$ cat src/rtl/ahb_mtx_input_hold_stage.sv
// Per-master input stage of the AHB bus matrix.
// Presents the master's address phase to the target decoder/arbiter, parks it
// in a one-deep hold register when this port is not granted, and tracks the
// data phase so that ready/response can be returned to the master.
module ahb_mtx_input_hold_stage #(
  parameter int ADDR_W = 32
) (
  input  logic              HCLK,
  input  logic              HRESET,
  input  logic              HSELS,
  input  logic [ADDR_W-1:0] HADDRS,
  input  logic [1:0]        HTRANSS,
  input  logic              HWRITES,
  input  logic [2:0]        HSIZES,
  input  logic [2:0]        HBURSTS,
  input  logic [3:0]        HPROTS,
  input  logic              HMASTLOCKS,
  input  logic              HREADYS,
  output logic              HREADYOUTS,
  output logic              HRESPS,
  output logic [ADDR_W-1:0] HADDRI,
  output logic [1:0]        HTRANSI,
  output logic              HWRITEI,
  output logic [2:0]        HSIZEI,
  output logic [2:0]        HBURSTI,
  output logic [3:0]        HPROTI,
  output logic              HMASTLOCKI,
  output logic              trans_req,
  input  logic              addr_granted,
  input  logic              HREADYM,
  input  logic              HRESPM
);

  logic              live_valid;
  logic              accept;
  logic              capture;

  logic              pend_q,       pend_d;
  logic              data_act_q,   data_act_d;
  logic [ADDR_W-1:0] addr_hold_q,  addr_hold_d;
  logic [1:0]        trans_hold_q, trans_hold_d;
  logic              write_hold_q, write_hold_d;
  logic [2:0]        size_hold_q,  size_hold_d;
  logic [2:0]        burst_hold_q, burst_hold_d;
  logic [3:0]        prot_hold_q,  prot_hold_d;
  logic              lock_hold_q,  lock_hold_d;

  // Qualify the master's address phase and this cycle's acceptance by the target.
  always_comb begin
    live_valid = HSELS & HREADYS & HTRANSS[1];
    accept     = addr_granted & HREADYM;
    capture    = live_valid & ~accept;
  end

  // Address mux: the held transfer always wins, even if the master has deselected,
  // since it was already accepted from the master.
  always_comb begin
    if (pend_q) begin
      HADDRI     = addr_hold_q;
      HTRANSI    = trans_hold_q;
      HWRITEI    = write_hold_q;
      HSIZEI     = size_hold_q;
      HBURSTI    = burst_hold_q;
      HPROTI     = prot_hold_q;
      HMASTLOCKI = lock_hold_q;
    end else begin
      HADDRI     = HADDRS;
      HTRANSI    = HSELS ? HTRANSS : 2'b00;
      HWRITEI    = HWRITES;
      HSIZEI     = HSIZES;
      HBURSTI    = HBURSTS;
      HPROTI     = HPROTS;
      HMASTLOCKI = HMASTLOCKS;
    end
    trans_req = pend_q | live_valid;
  end

  // Master-facing response: stall while a transfer is parked, otherwise mirror
  // the target only while this port owns a data phase.
  always_comb begin
    if (pend_q)          HREADYOUTS = 1'b0;
    else if (data_act_q) HREADYOUTS = HREADYM;
    else                 HREADYOUTS = 1'b1;
    HRESPS = data_act_q ? HRESPM : 1'b0;
  end

  // Next-state for the pending flag, data-phase flag and hold registers.
  // Held values are left in place on release; pend_q alone decides their use.
  always_comb begin
    pend_d       = pend_q;
    data_act_d   = data_act_q;
    addr_hold_d  = addr_hold_q;
    trans_hold_d = trans_hold_q;
    write_hold_d = write_hold_q;
    size_hold_d  = size_hold_q;
    burst_hold_d = burst_hold_q;
    prot_hold_d  = prot_hold_q;
    lock_hold_d  = lock_hold_q;

    if (pend_q && accept) begin
      pend_d = 1'b0;
    end else if (capture) begin
      pend_d       = 1'b1;
      addr_hold_d  = HADDRS;
      trans_hold_d = HTRANSS;
      write_hold_d = HWRITES;
      size_hold_d  = HSIZES;
      burst_hold_d = HBURSTS;
      prot_hold_d  = HPROTS;
      lock_hold_d  = HMASTLOCKS;
    end

    // A new accepted transfer takes priority over a completing data phase,
    // so back-to-back pipelined transfers keep data_act high.
    if (accept && HTRANSI[1])
      data_act_d = 1'b1;
    else if (HREADYM && data_act_q)
      data_act_d = 1'b0;
  end

  // State registers with synchronous reset; any held transfer is dropped.
  always_ff @(posedge HCLK) begin
    if (HRESET) begin
      pend_q       <= 1'b0;
      data_act_q   <= 1'b0;
      addr_hold_q  <= '0;
      trans_hold_q <= 2'b00;
      write_hold_q <= 1'b0;
      size_hold_q  <= 3'b000;
      burst_hold_q <= 3'b000;
      prot_hold_q  <= 4'b0000;
      lock_hold_q  <= 1'b0;
    end else begin
      pend_q       <= pend_d;
      data_act_q   <= data_act_d;
      addr_hold_q  <= addr_hold_d;
      trans_hold_q <= trans_hold_d;
      write_hold_q <= write_hold_d;
      size_hold_q  <= size_hold_d;
      burst_hold_q <= burst_hold_d;
      prot_hold_q  <= prot_hold_d;
      lock_hold_q  <= lock_hold_d;
    end
  end

  // The master is stalled while a transfer is parked, so it can never present
  // a second live transfer on top of it; that is what makes one slot enough.
  hold_depth_one: assert property (@(posedge HCLK) disable iff (HRESET) !(live_valid && pend_q));

endmodule

$ cat config.mk
export PLATFORM = sky130hd
export DESIGN_NAME = ahb_mtx_input_hold_stage
export DESIGN_NICKNAME = d
export VERILOG_FILES = /design/src/rtl/ahb_mtx_input_hold_stage.sv
export SDC_FILE = /design/constraint.sdc
export NUM_CORES = 1
export LEC_CHECK = 0
export CAP_MARGIN = 25
export CORE_UTILIZATION = 31
export DETAILED_ROUTE_END_ITERATION = 6
export PLACE_DENSITY_LB_ADDON = 0.12
export SLEW_MARGIN = 20
export SYNTH_ARGS = -nofsm -noshare
export SYNTH_HDL_FRONTEND = slang
export SYNTH_SLANG_ARGS = --single-unit
export TNS_END_PERCENT = 20
$ cat constraint.sdc
create_clock -name HCLK -period 1.5 [get_ports HCLK]
set_clock_uncertainty 0.15 [all_clocks]
set_input_delay 0.3 -clock HCLK [delete_from_list [all_inputs] [get_ports HCLK]]
set_output_delay 0.3 -clock HCLK [all_outputs]
set_load 0.01 [all_outputs]
==> run metrics <==
Detailed Place HPWL=4.22 mm; area taken by multi-input logic gates=1570 sq um; share of cells above drive strength 1=35.7%; clock buffer depth=2; dpl ws=-698 ps; required arrival time at the worst endpoint=1050 ps; instance count after placement with tap cells included=466; detailed-route wire length per cell=13.8 um; total nets after synthesis=319; area of the mapped netlist=2500 sq um; IO Count=102; Crit path arrival time=1380 ps; clock insertion delay at the later pin of the skew report=310 ps; flop2flop setup slack=160 ps; global routing's busiest layer=met2; root buf cell=sky130_fd_sc_hd__clkbuf_8; warning count from the yosys run=0; count of max-cap constraint violations=0; Slew Limit Fails=0; synthesized instance count=266; total power per unit cell area=702 nW/um^2; maximum level of the CTS H-tree=2; Layout Cells excl Fill=483; average cell area after synthesis=9.42 sq um; maximum fanout along the worst path=6; violation count after the first detailed-routing iteration=53; Crit. End Element=output port; path type of the worst setup path=reg2out; final hold slack=267 ps; flop and latch count out of synthesis=48; via count of the first global-routing pass=2217; share of the cycle needed by the critical path after routing=122%; number of rows in the core area=32; final wirelength=6.68 mm; area of the core region=7770 sq um; Via Count=2191; unrepaired setup endpoints after global routing=true; total grt overflow=0; Starting Density=32.2%; Peak VDD IR=354 uV; top cells by area in the synthesized netlist=sky130_fd_sc_hd__dfxtp_1 (38%), sky130_fd_sc_hd__mux2_2 (20%), sky130_fd_sc_hd__mux2i_1 (18%); overall die area=8440 sq um; Max-slew headroom=83.1%; overall fraction of global-route tracks in use=16.3%; Reg clk slew, reported paths=90 ps; number of buffers inserted during clock tree synthesis=5; initial antenna violation count=0; Min-Delay Path Class=in2reg; Sequential cell area=965 sq um; TritonCTS clock tree=done; final-layout fill cell count=728; Worst setup SP type=flop; pin slew with the least headroom to its limit=252 ps; shortest period the worst path allows=1830 ps; routability congestion estimate=0.655; post-route setup TNS=-14490 ps; share of the synthesized area in the top cell type=38.4%; floorplan die height=91.9 um; maximum number of pins on one net before global-route repair=33; CTS sink cnt=48; overall die width=91.9 um; violations in the final reports=setup timing; first-pass GRT wire length=10.9 mm; diode insertion count for antenna repair=0; Distinct cells, synth=21; fmax=546 MHz; global-route met3 utilization=4.31%; number of vias per cell=4.54; setup ws final=-332 ps; residual antenna-violating net count after detailed routing=0; area growth from synthesis to layout=68.4%; final setup violation count=48; global routing met2 resource utilization=26.9%; number of I/O port buffers=101; number of DRC violations after detailed routing=0; number of nets in the layout=433; largest area contributor in the synthesized netlist=sky130_fd_sc_hd__dfxtp_1; Hold Vio Cnt, Final=0; part of the Yosys area used for sequential elements=38.4%; cell leakage power=1.76 nW; first-pass iteration count of the detailed router=4; outcome=finished, violations left; met1 track demand over resource=20.6%
==> state kept, by name, summed over array words and instances (netlist names) <==
register / count
addr_hold_q: 32
burst_hold_q: 3
data_act_q: 1
lock_hold_q: 1
pend_q: 1
prot_hold_q: 4
size_hold_q: 3
trans_hold_q: 2
write_hold_q: 1
==> cells in the mapped netlist, drive strengths merged <==
cell,number
nand2b,1
o21ai,2
nand3,1
nand2,95
nor2,1
clkbuf,3
a32o,1
mux2,44
o21a,1
dfxtp,48
inv,2
buf,18
and3,1
and2,1
mux2i,45
a21oi,2
==> path summary, 6_finish.rpt <==
check                              start                           to  cells after the start
max                  pend_q$_SDFFE_PP0P_                   HADDRI[23]                      4
min                              HREADYM      data_act_q$_SDFFE_PP0P_                      3
min reg2reg  addr_hold_q[2]$_SDFFE_PP0P_  addr_hold_q[2]$_SDFFE_PP0P_                      2
max reg2reg          pend_q$_SDFFE_PP0P_      data_act_q$_SDFFE_PP0P_                      6
==> power by group <==
part / internal [mW] / switching [mW]
registers: 1.31 / 0.0214
logic: 0.520 / 0.301
clock network: 0.331 / 0.476
==> through the flow <==
step / area, sq um / utilization (%) / power, mW
finish: 4220 / 54.3 / 2.96
CTS: 4230 / 54.4 / 3.01
global placement: 3720 / 47.9 / 2.05
detailed placement: 3720 / 47.9 / 2.05
floorplan: 2500 / - / 1.66
global route: 4220 / 54.3 / 3.12
==> metal layers <==
layer	wire, um	share of wire, %	up-vias
met5	0	0	-
met4	131	2.0	0
met3	386	5.8	9
met2	3090	46	61
met1	3070	46	1009
li1	-	-	1112
==> cell families after synthesis <==
logic type / after synthesis / share of synthesized area [%]
AND/OR/NAND/NOR: 100 / 15.3
multiplexers: 89 / 37.8
flip-flops: 48 / 38.4
buffers and inverters: 23 / 6.89
AO/OA/AOI/OAI: 6 / 1.65
==> cells in the final DEF (no fill, tap or decap) <==
master	synthesis	final
sky130_fd_sc_hd__a32o_1	1	1
sky130_fd_sc_hd__and2_1	1	1
sky130_fd_sc_hd__dlymetal6s2s_1	0	1
sky130_fd_sc_hd__dlygate4sd2_1	0	3
sky130_fd_sc_hd__mux2i_1	45	45
sky130_fd_sc_hd__buf_16	0	3
sky130_fd_sc_hd__dfxtp_4	0	1
sky130_fd_sc_hd__o21ai_2	0	2
sky130_fd_sc_hd__o21a_1	1	1
sky130_fd_sc_hd__dfxtp_1	48	47
sky130_fd_sc_hd__nand2b_1	1	1
sky130_fd_sc_hd__inv_2	0	1
sky130_fd_sc_hd__clkbuf_8	0	5
sky130_fd_sc_hd__nand2_2	0	1
sky130_fd_sc_hd__buf_6	1	51
sky130_fd_sc_hd__buf_4	1	8
sky130_fd_sc_hd__clkinvlp_4	0	2
sky130_fd_sc_hd__clkdlybuf4s50_1	0	48
sky130_fd_sc_hd__and3_1	1	1
sky130_fd_sc_hd__nand2_1	95	94
sky130_fd_sc_hd__mux2_4	0	44
sky130_fd_sc_hd__a21oi_4	0	1
sky130_fd_sc_hd__clkinv_4	0	1
sky130_fd_sc_hd__a21oi_2	1	1
sky130_fd_sc_hd__buf_2	12	4
sky130_fd_sc_hd__nor2_1	1	1
sky130_fd_sc_hd__inv_1	2	1
sky130_fd_sc_hd__nand3_4	0	1
sky130_fd_sc_hd__buf_12	3	10
==> cell type report <==
cell class	instances	share of cell area [%]
inverters	2	0.178
clock buffers	5	1.63
flip-flops and latches	48	22.9
well taps	102	3.02
clock inverters	3	0.563
multi-input cells	195	37.2
repair buffers	128	34.5
==> repair_timing <==
action | 4_1_cts | 5_1_grt
setup buffers | 8 | 0
cloned | 5 | 0
resized for setup | 296 | 15
pin swaps | 1 | 0
endpoints found under the setup margin | 95 | 58
endpoints found under the hold margin | 0 | 0
hold buffers | 0 | 0
==> critical path, cell delays in order, from the launching register on <==
cell                      delay, ps
sky130_fd_sc_hd__dfxtp_4        390
sky130_fd_sc_hd__buf_6          130
sky130_fd_sc_hd__buf_16         130
sky130_fd_sc_hd__mux2_4         310
sky130_fd_sc_hd__buf_6          120
Note: power is estimated with default switching activity, not from simulation.
